`config.mk`:
```
export PLATFORM = sky130hd
export DESIGN_NAME = comp_bit_packer
export DESIGN_NICKNAME = d
export VERILOG_FILES = /design/src/rtl/comp_pack_pkg.sv /design/src/rtl/pack_merge.sv /design/src/rtl/comp_bit_packer.sv
export SDC_FILE = /design/constraint.sdc
export NUM_CORES = 2
export LEC_CHECK = 0
export ABC_AREA = 1
export BUFFER_PORTS_ARGS = -buffer_cell sky130_fd_sc_hd__buf_2
export CORE_MARGIN = 8
export CORE_UTILIZATION = 60
export CTS_CLUSTER_SIZE = 20
export DETAILED_ROUTE_END_ITERATION = 10
export GPL_TIMING_DRIVEN = 0
export HOLD_SLACK_MARGIN = 0.08
export PLACE_DENSITY = 0.9
export SYNTH_ARGS = -nofsm -noshare
export SYNTH_HDL_FRONTEND = slang
export SYNTH_SLANG_ARGS = --single-unit
```
`constraint.sdc`:
```
create_clock -name i_clk -period 4.7 [get_ports i_clk]
set_input_delay 0.94 -clock i_clk [delete_from_list [all_inputs] [get_ports i_clk]]
set_output_delay 0.94 -clock i_clk [all_outputs]
set_load 0.01 [all_outputs]
```
`src/rtl/comp_pack_pkg.sv`:
```
// Shared types and helpers for the compressed-code bit packer.
//   state_e       : packer state (RUN accepts beats, FLUSH drains the residual)
//   len_sat       : clamp a code length to the code's maximum width
//   mask_bits     : zero every bit at or above a given length
//   acc_width_ok  : elaboration check that the accumulator can absorb a full beat
//                   while still holding one output word
package comp_pack_pkg;

  typedef enum logic [0:0] {RUN, FLUSH} state_e;

  // Widest code the masking helper handles; codes are zero-extended to this.
  localparam int unsigned MAX_CODE_W = 128;

  localparam int unsigned DEF_I_WIDTH1  = 68;
  localparam int unsigned DEF_I_WIDTH2  = 34;
  localparam int unsigned DEF_OUT_WIDTH = 64;
  localparam int unsigned DEF_ACC_WIDTH = 256;

  function automatic int unsigned len_sat(input int unsigned len, input int unsigned width);
    return (len > width) ? width : len;
  endfunction

  function automatic logic [MAX_CODE_W-1:0] mask_bits(input logic [MAX_CODE_W-1:0] word,
                                                      input int unsigned len);
    logic [MAX_CODE_W-1:0] one;
    one = {{(MAX_CODE_W-1){1'b0}}, 1'b1};
    // len == MAX_CODE_W shifts the one out, so the subtraction yields all ones.
    return word & ((one << len) - one);
  endfunction

  function automatic bit acc_width_ok(input int unsigned acc_w, input int unsigned out_w,
                                      input int unsigned w1, input int unsigned w2);
    return acc_w >= out_w + w1 + w2;
  endfunction

endpackage

```
`src/rtl/pack_merge.sv`:
```
// Combinational merge of two masked codes into the accumulator.
//   acc          : accumulator contents (bits at and above offset are zero)
//   offset       : bit position where the first code lands
//   first_code   : masked first code, LSB-aligned
//   first_len    : saturated length of the first code; second code starts after it
//   second_code  : masked second code, LSB-aligned
//   merged       : acc with both codes ORed in
module pack_merge
  import comp_pack_pkg::*;
#(
  parameter int unsigned ACC_WIDTH = DEF_ACC_WIDTH,
  parameter int unsigned I_WIDTH1  = DEF_I_WIDTH1,
  parameter int unsigned I_WIDTH2  = DEF_I_WIDTH2,
  parameter int unsigned FILL_W    = $clog2(ACC_WIDTH + 1),
  parameter int unsigned L1_W      = $clog2(I_WIDTH1 + 1)
) (
  input  logic [ACC_WIDTH-1:0] acc,
  input  logic [FILL_W-1:0]    offset,
  input  logic [I_WIDTH1-1:0]  first_code,
  input  logic [L1_W-1:0]      first_len,
  input  logic [I_WIDTH2-1:0]  second_code,
  output logic [ACC_WIDTH-1:0] merged
);

  logic [ACC_WIDTH-1:0] first_ext;
  logic [ACC_WIDTH-1:0] second_ext;
  logic [FILL_W:0]      second_off;

  assign first_ext  = ACC_WIDTH'(first_code);
  assign second_ext = ACC_WIDTH'(second_code);
  assign second_off = {1'b0, offset} + (FILL_W+1)'(first_len);
  assign merged     = acc | (first_ext << offset) | (second_ext << second_off);

endmodule

```
`src/rtl/comp_bit_packer.sv`:
```
// Packs up to two variable-length codes per beat LSB-first into fixed-width words.
// Optional build macro COMP_BIT_PACKER_STATS_EN adds saturating bit/word counters.
//   i_clk, i_reset            : clock, synchronous active-high reset
//   i_valid / o_ready         : input beat handshake
//   i_first_word/_len         : first code and its length (saturated to I_WIDTH1)
//   i_second_word/_len        : second code and its length (saturated to I_WIDTH2)
//   i_flush                   : end of line; drain residual as zero-padded final word
//   o_valid / i_ready         : output word handshake
//   o_word, o_last            : packed word, final word of a flush
//   o_flush_done              : one-cycle pulse once a flush has fully drained
//   o_fill                    : valid bits held in the accumulator
//   o_bits_in, o_words_out    : (stats build only) accepted code bits, output words
module comp_bit_packer
  import comp_pack_pkg::*;
#(
  parameter  int unsigned I_WIDTH1  = DEF_I_WIDTH1,
  parameter  int unsigned I_WIDTH2  = DEF_I_WIDTH2,
  parameter  int unsigned OUT_WIDTH = DEF_OUT_WIDTH,
  parameter  int unsigned ACC_WIDTH = DEF_ACC_WIDTH,
  localparam int unsigned FILL_W    = $clog2(ACC_WIDTH + 1),
  localparam int unsigned L1_W      = $clog2(I_WIDTH1 + 1),
  localparam int unsigned L2_W      = $clog2(I_WIDTH2 + 1)
) (
  input  logic                 i_clk,
  input  logic                 i_reset,
  input  logic                 i_valid,
  output logic                 o_ready,
  input  logic [I_WIDTH1-1:0]  i_first_word,
  input  logic [L1_W-1:0]      i_first_len,
  input  logic [I_WIDTH2-1:0]  i_second_word,
  input  logic [L2_W-1:0]      i_second_len,
  input  logic                 i_flush,
  output logic                 o_valid,
  input  logic                 i_ready,
  output logic [OUT_WIDTH-1:0] o_word,
  output logic                 o_last,
  output logic                 o_flush_done,
  output logic [FILL_W-1:0]    o_fill
`ifdef COMP_BIT_PACKER_STATS_EN
  ,
  output logic [31:0]          o_bits_in,
  output logic [31:0]          o_words_out
`endif
);

  if (!acc_width_ok(ACC_WIDTH, OUT_WIDTH, I_WIDTH1, I_WIDTH2)) begin : g_bad_acc
    $error("ACC_WIDTH must be >= OUT_WIDTH + I_WIDTH1 + I_WIDTH2");
  end
  if (I_WIDTH1 > MAX_CODE_W || I_WIDTH2 > MAX_CODE_W) begin : g_bad_code
    $error("code widths exceed MAX_CODE_W");
  end

  state_e               state_q;
  logic [ACC_WIDTH-1:0] acc_q, acc_d, base_acc, merged_acc;
  logic [FILL_W-1:0]    fill_q, fill_d, base_fill;
  logic                 flush_done_q;
  logic                 in_fire, out_fire;
  logic [L1_W-1:0]      len1_sat;
  logic [L2_W-1:0]      len2_sat;
  logic [I_WIDTH1-1:0]  code1;
  logic [I_WIDTH2-1:0]  code2;

  assign o_ready = (state_q == RUN) &&
                   (fill_q <= FILL_W'(ACC_WIDTH - I_WIDTH1 - I_WIDTH2));
  assign o_valid = (state_q == RUN) ? (fill_q >= FILL_W'(OUT_WIDTH)) : (fill_q != '0);
  assign o_last  = (state_q == FLUSH) && (fill_q <= FILL_W'(OUT_WIDTH));
  assign o_word  = acc_q[OUT_WIDTH-1:0];
  assign o_fill  = fill_q;
  assign o_flush_done = flush_done_q;

  assign in_fire  = i_valid && o_ready;
  assign out_fire = o_valid && i_ready;

  assign len1_sat = L1_W'(len_sat(32'(i_first_len), I_WIDTH1));
  assign len2_sat = L2_W'(len_sat(32'(i_second_len), I_WIDTH2));
  assign code1    = I_WIDTH1'(mask_bits(MAX_CODE_W'(i_first_word), 32'(len1_sat)));
  assign code2    = I_WIDTH2'(mask_bits(MAX_CODE_W'(i_second_word), 32'(len2_sat)));

  // Retire the outgoing word first so new codes land just above what remains.
  assign base_acc  = out_fire ? (acc_q >> OUT_WIDTH) : acc_q;
  assign base_fill = !out_fire ? fill_q :
                     (fill_q > FILL_W'(OUT_WIDTH)) ? fill_q - FILL_W'(OUT_WIDTH) : '0;

  pack_merge #(
    .ACC_WIDTH (ACC_WIDTH),
    .I_WIDTH1  (I_WIDTH1),
    .I_WIDTH2  (I_WIDTH2),
    .FILL_W    (FILL_W),
    .L1_W      (L1_W)
  ) u_merge (
    .acc         (base_acc),
    .offset      (base_fill),
    .first_code  (code1),
    .first_len   (len1_sat),
    .second_code (code2),
    .merged      (merged_acc)
  );

  always_comb begin
    acc_d  = base_acc;
    fill_d = base_fill;
    if (in_fire) begin
      acc_d  = merged_acc;
      fill_d = base_fill + FILL_W'(len1_sat) + FILL_W'(len2_sat);
    end
  end

  always_ff @(posedge i_clk) begin
    if (i_reset) begin
      state_q      <= RUN;
      acc_q        <= '0;
      fill_q       <= '0;
      flush_done_q <= 1'b0;
    end else begin
      acc_q        <= acc_d;
      fill_q       <= fill_d;
      flush_done_q <= 1'b0;
      unique case (state_q)
        RUN: begin
          if (in_fire && i_flush) state_q <= FLUSH;
        end
        FLUSH: begin
          if (fill_d == '0) begin
            state_q      <= RUN;
            flush_done_q <= 1'b1;
          end
        end
        default: state_q <= RUN;
      endcase
    end
  end

`ifdef COMP_BIT_PACKER_STATS_EN
  logic [31:0] bits_in_q, words_out_q;
  logic [32:0] bits_sum;

  assign bits_sum    = {1'b0, bits_in_q} + 33'(len1_sat) + 33'(len2_sat);
  assign o_bits_in   = bits_in_q;
  assign o_words_out = words_out_q;

  always_ff @(posedge i_clk) begin
    if (i_reset) begin
      bits_in_q   <= '0;
      words_out_q <= '0;
    end else begin
      if (in_fire) bits_in_q <= bits_sum[32] ? '1 : bits_sum[31:0];
      if (out_fire && (words_out_q != '1)) words_out_q <= words_out_q + 32'd1;
    end
  end
`endif

endmodule
```
==> results of run 1 <==
-- per-stage QoR --
stage / setup slack [ns] / hold slack, ns / setup TNS, ns / cells
after CTS: 0.0195 / 0.471 / 0 / 6908
after detailed placement: -1.81 / 0.460 / -333.93 / 6854
after global placement: -1.73 / 0.458 / -328.66 / 6854
after floorplan: 0.304 / 0.447 / 0 / 5974
-- per-layer routing --
layer | track usage | overflow
met1 | 0.735 | 36
met2 | 0.846 | 108
met3 | 0.694 | 53
met4 | 0.661 | 88
met5 | 0.441 | 6
-- synthesized netlist by cell type (5+ instances only) --
| cell | count | area (sq um) |
|---|---|---|
| nor2_1 | 316 | 1190 |
| a21boi_0 | 6 | 45.0 |
| a31oi_1 | 38 | 238 |
| buf_1 | 77 | 289 |
| buf_2 | 130 | 651 |
| nand2_1 | 1877 | 7050 |
| inv_1 | 273 | 1020 |
| fa_1 | 5 | 100 |
| nand2_2 | 15 | 93.8 |
| buf_4 | 73 | 548 |
| or2_2 | 7 | 43.8 |
| nand3_2 | 20 | 200 |
| o21ai_1 | 135 | 676 |
| nand4_1 | 247 | 1550 |
| and2_1 | 10 | 62.6 |
| nand3b_1 | 7 | 52.6 |
| ha_1 | 20 | 250 |
| nor3_1 | 46 | 230 |
| o31ai_1 | 5 | 37.5 |
| xor2_1 | 9 | 78.8 |
| inv_2 | 42 | 158 |
| buf_6 | 10 | 113 |
| o21ai_0 | 224 | 1120 |
| clkbuf_1 | 206 | 773 |
| nor2_2 | 32 | 200 |
| clkinv_1 | 6 | 22.5 |
| o211ai_1 | 15 | 113 |
| a21oi_1 | 187 | 936 |
| nand3_1 | 1558 | 7800 |
| nor2_4 | 10 | 113 |
| dfxtp_1 | 267 | 5350 |
| mux2i_1 | 38 | 380 |
| or2_1 | 7 | 43.8 |
-- what timing repair did --
item	4_1_cts
resized for setup	79
pin swaps	8
setup endpoints to repair	260
setup buffers	10
hold endpoints to repair	0
-- kinds of logic after synthesis --
logic type,after synthesis,synth area share
simple gates,4173,0.587
buf+inv,818,0.112
compound gates,638,0.107
flops,267,0.166
mux,38,0.0118
fa+ha+maj,25,0.0109
xor+xnor,15,0.00479
==> flow_summary.ini, run 1 <==
[synthesis]
yosysWarningCount = 0
avgSynthCellArea_sq_um = 5.37
syn_nets = 6119
synth_edf_count = 0
ys_ff_latch = 267
async_flop_share = 0
synthCells = 5974
yosysSeqAreaShare = 0.166
ys.flop_type = dfxtp_1
synth_cell_types = 62
netlist_area_sq_um = 32100

[placement]
port_buffers = 192
place_area_sq_um = 33900
hpwl_mm = 139
place_congestion = 1.83

[clock_tree]
cts_hold_buffers = 0
numCtsBuffers = 27
cts.sinks = 267
root_buffer = clkbuf_16
cts_max_level = 1
cts_buffer_depth = 3

[outcome]
outcome = aborted with a tool error
error_line = [ERROR GRT-0116] Global routing finished with congestion. Check the congestion regions in the DRC Viewer.
stop_stage = global routing

[floorplanning]
die_h_um = 247
ioPinCount = 197
die_w_um = 247
start_util = 0.608
row_count = 84

[global_route]
grt_max_degree = 15
track_usage = 0.739
overflow = 291
grt_pass1_wl_mm = 339
grt_pass1_vias = 51700
==> run 2: changes to the inputs <==
--- a/config.mk
+++ b/config.mk
@@ -8,12 +8,10 @@
 export ABC_AREA = 1
 export BUFFER_PORTS_ARGS = -buffer_cell sky130_fd_sc_hd__buf_2
 export CORE_MARGIN = 8
-export CORE_UTILIZATION = 60
-export CTS_CLUSTER_SIZE = 20
+export CORE_UTILIZATION = 40
 export DETAILED_ROUTE_END_ITERATION = 10
 export GPL_TIMING_DRIVEN = 0
-export HOLD_SLACK_MARGIN = 0.08
-export PLACE_DENSITY = 0.9
+export PLACE_DENSITY_LB_ADDON = 0.15
 export SYNTH_ARGS = -nofsm -noshare
 export SYNTH_HDL_FRONTEND = slang
 export SYNTH_SLANG_ARGS = --single-unit
==> run 2 against run 1 <==
Compared with the run above:
- the flow now finishes, with violations (DRC, setup timing)
- area after synthesis unchanged
- synthesized cell count unchanged
==> flow_summary.ini, run 2 <==
[floorplanning]
row_count = 104
dieArea_sq_um = 89600
ioPinCount = 197
die_h_um = 299
die_w_um = 299
start_util = 0.401
core_area_sq_um = 80000

[synthesis]
synth_edf_count = 0
synth_most_common_cell = nand2_1
avgSynthCellArea_sq_um = 5.37
synth_commonest_cells = nand2_1 (1877), nand3_1 (1558), nor2_1 (316)
ys_top_cells_by_area = nand3_1 (24%), nand2_1 (22%), dfxtp_1 (17%)
async_flop_share = 0
synth_cell_types = 62
ys.flop_type = dfxtp_1
synth_top_cell_by_area = nand3_1
ys_ff_latch = 267
synth_top_area_frac = 0.243
syn_nets = 6119
synthCells = 5974
yosysSeqAreaShare = 0.166
yosysWarningCount = 0
netlist_area_sq_um = 32100

[clock_tree]
cts_tree = done
numCtsBuffers = 28
cts_hold_buffers = 0
cts_buffer_depth = 3
root_buffer = clkbuf_16
clk_pin_slew_worst_paths_ns = 0.07
cts.sinks = 267
cts_max_level = 1
clk_latency_ns = 0.62

[outcome]
violations = DRC, setup timing
outcome = complete, but fails checks

[global_route]
overflow = 0
antenna_found_initial = 11
grt_pass1_wl_mm = 324
grt_pass1_vias = 44800
grt_max_degree = 19
track_usage = 0.496

[timing]
rsz0062_at_grt = true
final_hold_viol_count = 0
fin_crit_ns = 4.84
worst_slack_ns = -0.139
period_share = 1.03
clock_skew_ns = 0.0161
max-slew-margin-rel = 0.0480
fmax_ghz = 0.207
setup_viol = 8
tightest_slew_ns = 1.43
drv_slew = 0

[layout]
regMostFlops = acc_q
seq_area_sq_um = 5350
nNetsFinal = 6411
finalNonFillerCells = 7353
multi_input_area_sq_um = 25500
final_cell_mix = nand2_1 (1760), nand3_1 (1408), buf_2 (301), inv_1 (266), dfxtp_1 (264)
area_growth_pct = 20.4
drive_gt1_frac = 0.182
largest_reg_flops = 256
nFillCells = 8742
final_common_cell = nand2_1

[detailed_routing]
vias = 49400
drtIter0Drc = 9802
wirelength_mm = 238
wl_per_cell_um = 32.3
ant_nets = 0
first_pass_iters = 11
drc = 8
via_per_inst = 6.72

[placement]
place_congestion = 1.24
port_buffers = 192
numPlacedInstances = 7226
hpwl_mm = 195

[worst_setup_path]
crit_fanout = 10
crit_path_start_kind = flip-flop
cp.buffers_inverters = 6
crit_path_end_kind = flip-flop
crit_top_cell = nand3_1
cp.arrival_ns = 5.31
max_stage_delay_ns = 0.38
critPathTopFamily = simple AND/OR/NAND/NOR gates
crit_required_ns = 5.17
crit_path_top_delay_cell = or2_1
crit_type = flip-flop to flip-flop

[run]
timing.max_cap.violations = 0

[min_path]
min-delay-path-class = flip-flop to flip-flop
[run 2: cell counts after synthesis]
Identical to the previous run, type by type.
[run 2: worst register-to-register path, delay by kind of cell (launching register included)]
family / cells / cell delay (ns)
and+or+nand+nor: 15 / 2.14
AOI/OAI and AO/OA: 5 / 0.95
buffers and inverters: 6 / 0.81
adders and majority gates: 2 / 0.44
DFF: 1 / 0.37
[run 2: kinds of logic after synthesis]
logic type	synth area share
mux	0.0118
fa+ha+maj	0.0109
simple gates	0.587
compound gates	0.107
flops	0.166
buf+inv	0.112
xor+xnor	0.00479
[run 2: metrics by stage]
| step | setup WS [ns] | TNS (ns) | utilization | hold slack, ns | area [sq um] |
|---|---|---|---|---|---|
| after detailed placement | -2.90 | -600.78 | 0.430 | 0.461 | 34400 |
| after CTS | -0.0859 | -0.322 | 0.459 | 0.471 | 36700 |
| after global placement | -2.89 | -592.66 | 0.430 | 0.460 | 34400 |
| after floorplan | 0.304 | 0 | - | 0.447 | 32100 |
| after global routing | -0.199 | -3.55 | 0.483 | 0.485 | 38700 |
| final | -0.139 | -0.455 | 0.483 | 0.468 | 38700 |
[run 2: area by class of cell]
class,count,area share
well taps,1060,0.0343
multi-input cells,4889,0.660
diodes,6,0.000388
clock buffers,41,0.0204
inverters,322,0.0321
repair buffers,268,0.0433
flip-flops and latches,267,0.138
clock inverters,10,0.00414
plain buffers,490,0.0674
[run 2: per-layer routing]
| metal | vias up | part of all wire | global-route usage |
|---|---|---|---|
| li1 | 20800 | - | - |
| met1 | 23000 | 0.36 | 0.598 |
| met2 | 4444 | 0.39 | 0.705 |
| met3 | 1128 | 0.17 | 0.251 |
| met4 | 16 | 0.080 | 0.282 |
| met5 | - | 0.0018 | 0.00865 |
[run 2: what timing repair did]
action	in CTS	in global routing
pin swaps	26	54
hold endpoints to repair	0	0
setup buffers	36	39
endpoints found under the setup margin	263	258
gates cloned	0	1
resized for setup	284	432
[run 2: final timing paths]
check	start	end	slack, ns	depth (start not counted)
min reg2reg	acc_q[221]$_SDFF_PP0_	acc_q[221]$_SDFF_PP0_	0.47	2
min	acc_q[221]$_SDFF_PP0_	acc_q[221]$_SDFF_PP0_	0.47	2
max reg2reg	o_fill[7]$_SDFF_PP0_	acc_q[134]$_SDFF_PP0_	-0.14	28
max	o_fill[7]$_SDFF_PP0_	acc_q[134]$_SDFF_PP0_	-0.14	28
Power of run 2 is not shown: default switching activity piles up to over one toggle a cycle in this logic, so the estimate is an artifact.
